--- src/rtl/parity_frame_rx.sv ---
// Serial frame receiver: start bit, DATA_W data bits LSB first, parity bit, stop bit, timed by bit_en.
// Define PARITY_FRAME_RX_STICKY_ERR_EN to add err_clr / err_sticky error latching.
module parity_frame_rx #(
  parameter int unsigned DATA_W     = 8,
  parameter int unsigned ODD_PARITY = 0
) (
  input  logic              clk,
  input  logic              rst,
  input  logic              bit_en,
  input  logic              serial_in,
  output logic [DATA_W-1:0] data_out,
  output logic              data_valid,
  output logic              parity_err,
  output logic              frame_err,
`ifdef PARITY_FRAME_RX_STICKY_ERR_EN
  input  logic              err_clr,
  output logic              err_sticky,
`endif
  output logic              busy
);

  localparam int unsigned CNT_W = $clog2(DATA_W + 1);
  localparam logic        LP_ODD = (ODD_PARITY != 0);

  typedef enum logic [1:0] {S_IDLE, S_DATA, S_PARITY, S_STOP} state_t;

  state_t              r_state;
  logic [CNT_W-1:0]    r_cnt;
  logic [DATA_W-1:0]   r_shift;
  logic                r_par;
  logic                r_par_bad;
  logic [DATA_W-1:0]   r_data_out;
  logic                r_data_valid;
  logic                r_parity_err;
  logic                r_frame_err;
  logic                r_busy;
  logic [DATA_W-1:0]   w_shift_nxt;

  // LSB-first shift: each new bit enters at the MSB end
  always_comb begin
    w_shift_nxt = r_shift >> 1;
    w_shift_nxt[DATA_W-1] = serial_in;
  end

  // Frame FSM with registered outputs
  always_ff @(posedge clk or posedge rst) begin
    if (rst) begin
      r_state      <= S_IDLE;
      r_cnt        <= '0;
      r_shift      <= '0;
      r_par        <= 1'b0;
      r_par_bad    <= 1'b0;
      r_data_out   <= '0;
      r_data_valid <= 1'b0;
      r_parity_err <= 1'b0;
      r_frame_err  <= 1'b0;
      r_busy       <= 1'b0;
    end else begin
      r_data_valid <= 1'b0;
      if (bit_en) begin
        case (r_state)
          S_IDLE: begin
            if (!serial_in) begin
              r_state <= S_DATA;
              r_cnt   <= '0;
              r_par   <= 1'b0;
              r_busy  <= 1'b1;
            end
          end
          S_DATA: begin
            r_shift <= w_shift_nxt;
            r_par   <= r_par ^ serial_in;
            r_cnt   <= r_cnt + {{(CNT_W-1){1'b0}}, 1'b1};
            if (r_cnt == CNT_W'(DATA_W - 1)) begin
              r_state <= S_PARITY;
            end
          end
          S_PARITY: begin
            r_par_bad <= (serial_in != (r_par ^ LP_ODD));
            r_state   <= S_STOP;
          end
          S_STOP: begin
            r_data_out   <= r_shift;
            r_parity_err <= r_par_bad;
            r_frame_err  <= ~serial_in;
            r_data_valid <= 1'b1;
            r_busy       <= 1'b0;
            r_state      <= S_IDLE;
          end
          default: begin
            r_state <= S_IDLE;
            r_busy  <= 1'b0;
          end
        endcase
      end
    end
  end

  assign data_out   = r_data_out;
  assign data_valid = r_data_valid;
  assign parity_err = r_parity_err;
  assign frame_err  = r_frame_err;
  assign busy       = r_busy;

`ifdef PARITY_FRAME_RX_STICKY_ERR_EN
  logic w_err_done;
  logic r_err_sticky;

  // A completion with either error flag set, seen on the stop-bit sample
  always_comb begin
    w_err_done = 1'b0;
    if (bit_en && (r_state == S_STOP)) begin
      w_err_done = r_par_bad | ~serial_in;
    end else begin
      w_err_done = 1'b0;
    end
  end

  // Sticky error: setting has priority over clearing
  always_ff @(posedge clk or posedge rst) begin
    if (rst) begin
      r_err_sticky <= 1'b0;
    end else if (w_err_done) begin
      r_err_sticky <= 1'b1;
    end else if (err_clr) begin
      r_err_sticky <= 1'b0;
    end
  end

  assign err_sticky = r_err_sticky;
`endif

endmodule

--- config.mk ---
export PLATFORM = sky130hd
export DESIGN_NAME = parity_frame_rx
export DESIGN_NICKNAME = d
export VERILOG_FILES = /design/src/rtl/parity_frame_rx.sv
export SDC_FILE = /design/constraint.sdc
export NUM_CORES = 1
export LEC_CHECK = 0
export CAP_MARGIN = 40
export CORE_UTILIZATION = 48
export CTS_CLUSTER_SIZE = 30
export DETAILED_ROUTE_END_ITERATION = 6
export PLACE_DENSITY = 0.83
export SLEW_MARGIN = 40
export SYNTH_ARGS = -nofsm -noshare
export SYNTH_HDL_FRONTEND = slang
export SYNTH_SLANG_ARGS = --single-unit
--- constraint.sdc ---
create_clock -name clk -period 1.8 [get_ports clk]
set_input_delay 0.27 -clock clk [delete_from_list [all_inputs] [get_ports clk]]
set_output_delay 0.27 -clock clk [all_outputs]
set_load 0.05 [all_outputs]
==> qor.txt <==
synthesized area per cell - 13.2 um^2
router iterations before antenna repair - 4
Worst Tran Pin Value - 506 ps
HP Class - primary input to asynchronous set/reset pin
clock buffer depth - 2
critical-path cell with the highest stage delay - clkdlybuf4s50_1
placed inst area - 1480 um^2
wire length per cell - 13.6 um
synth cell count leaders - dfrtp_1 (28), mux2_2 (17), ha_1 (6), inv_1 (6), nand2_1 (6)
Peak VDD IR - 0.00108 V
crit-path max cell delay - 790 ps
worst setup margin - 67.3 ps
port bufs - 15
GPL Wtd Cong - 0.736
Setup crit end kind - primary output
outcome - complete, no violations
sequential-to-total area share from yosys stat - 56.6%
Vias - 804
Placement Rows - 18
Final Cycle Share - 96.3%
post-CTS setup buffers - 0
final slew viol count - 0
cell area power density - 1890 nW/um^2
n_diodes - 0
antenna violations before repair - 0
clock root buffer master - clkbuf_4
die area - 2790 um^2
met2 Usage GRT - 32.3%
Area Growth Syn to Fin - 25.4%
global route overflow - 0
DRC - 0
number of setup violations in the final report - 0
Seq cells post-synth - 28
CP top delay family - buffers and inverters
Max Cap Viol - 0
synthesized net count - 104
DR iter-0 viols - 18
CTS Buf Count - 3
Post-synth EDFFs - 0
clk_skew - 11.5 ps
most used flip-flop cell after synthesis - dfrtp_1
Finished Core Util - 63.2%
Slew HR - 66.2%
Final Hold Viols - 0
first-pass GRT wire length - 3.47 mm
DP HPWL - 1.49 mm
fraction of registers with async set/reset - 100%
Pwr Total - 2.93 mW
crit path time final - 1730 ps
fin area - 1550 um^2
WS Path Type - register to primary output
initial core utilization - 50.4%
M1 GR Usage - 20.0%
io pins - 16
post-synth cell types - 27
total core area - 2450 um^2
Final ANT Viol Nets - 0
Worst-path clk slew - 150 ps
startpoint types - register
largest net degree at the start of global routing - 29
fill count - 191
P_leak - 0.823 nW
largest area contributor in the netlist - dfrtp_1
RSZ-0062 raised after global routing - false
GR Util met3 - 2.61%
R2R depth - 6
vias in the first global route - 829
FMAX - 0.577 GHz
overall routing resource usage - 17.3%
final setup TNS - 0 ps
pre-CTS setup slack - 84.8 ps
top post-synthesis cells by area - dfrtp_1 (57%), mux2_2 (15%), ha_1 (6.1%)
Synth Cell Area - 1240 um^2
Via density - 5.47
CP Cell Sequence - clkdlybuf4s50_1
die height - 52.8 um
fraction of layout cells with a size suffix above 1 - 26.5%
Worst path depth - 1
count leader, synth - dfrtp_1
die width - 52.8 um
Synth Warn # - 0
WL final - 2.00 mm
crit-path max FO - 1
CP required - 1530 ps
fin nets - 128
CP Buf/Inv Count - 1
TritonCTS clock tree - done
busiest grt layer - met2
Sink Count - 28
critical path arrival - 1460 ps
Synth top area share - 56.6%
Cells after Synth - 94
latest clock arrival within the worst-skew pair - 330 ps
depth of the CTS H-tree - 1
-- what timing repair did --
item,in CTS,in global routing
gates resized for setup,1,10
gates cloned,0,0
hold buffers,0,0
endpoints found under the setup margin,1,10
-- logic make-up (layout without fill, tap and decap cells) --
family / after synthesis / count (layout) / share of synthesized area, %
compound gates: 17 / 17 / 10.7
xor+xnor: 1 / 1 / 0.708
fa+ha+maj: 6 / 6 / 6.07
buf+inv: 9 / 32 / 3.03
flops: 28 / 28 / 56.6
mux: 19 / 19 / 17.2
simple gates: 14 / 14 / 5.66
-- power breakdown --
group	total (mW)	switching, mW	internal (mW)
Combinational	1.43	0.822	0.606
Clock	0.407	0.182	0.225
Sequential	1.09	0.173	0.919
Total	2.93	1.18	1.75
-- layer usage --
layer / vias to the layer above / routed length [um]
met5: - / 0
met4: 0 / 25
met3: 4 / 64
met2: 14 / 1050
met1: 406 / 867
li1: 380 / -
-- layout make-up --
| class | instances | area [um^2] | area share [%] |
|---|---|---|---|
| clock buffers | 3 | 22.5 | 1.45 |
| clock inverters | 1 | 30.0 | 1.94 |
| inverters | 6 | 22.5 | 1.45 |
| multi-input cells | 57 | 499 | 32.2 |
| flip-flops and latches | 28 | 701 | 45.2 |
| well taps | 30 | 37.5 | 2.42 |
| repair buffers | 22 | 239 | 15.4 |
-- worst paths after layout --
path	startpoint	to	slack, ps
setup / recovery	data_valid$_DFF_PP0_	data_valid	70
hold / removal	rst	r_shift[1]$_DFFE_PP0P_	280
min in group clk	frame_err$_DFFE_PP0P_	frame_err$_DFFE_PP0P_	510
setup reg to reg	r_state[1]$_DFFE_PP0P_	r_par$_DFFE_PP0P_	170
hold reg to reg	frame_err$_DFFE_PP0P_	frame_err$_DFFE_PP0P_	510
max in group asynchronous	rst	parity_err$_DFFE_PP0P_	1260
-- per-stage QoR --
step / hold WS, ps / cells
floorplan: 335 / 94
CTS: 287 / 147
global route: 328 / 147
global placement: 469 / 143
finish: 277 / 147
detailed placement: 495 / 143
-- flip-flops by register name (all words and copies together), names as in the netlist, 2 cells and up --
register	cells
r_shift	8
r_cnt	4
r_state	2
data_out	8
-- cells in the final DEF, fill, tap and decap left out, types with 2 or more instances in the layout --
master / synthesis / routed
clkdlybuf4s50_1: 0 / 4
nand2_1: 6 / 6
clkbuf_4: 0 / 3
dfrtp_1: 28 / 28
nor3_1: 2 / 2
buf_4: 0 / 6
o21ai_0: 2 / 2
ha_1: 6 / 6
dlymetal6s2s_1: 0 / 10
a21oi_1: 5 / 5
nand3b_1: 2 / 2
inv_1: 6 / 6
mux2_2: 17 / 17
(Power assumes the default switching activity.)
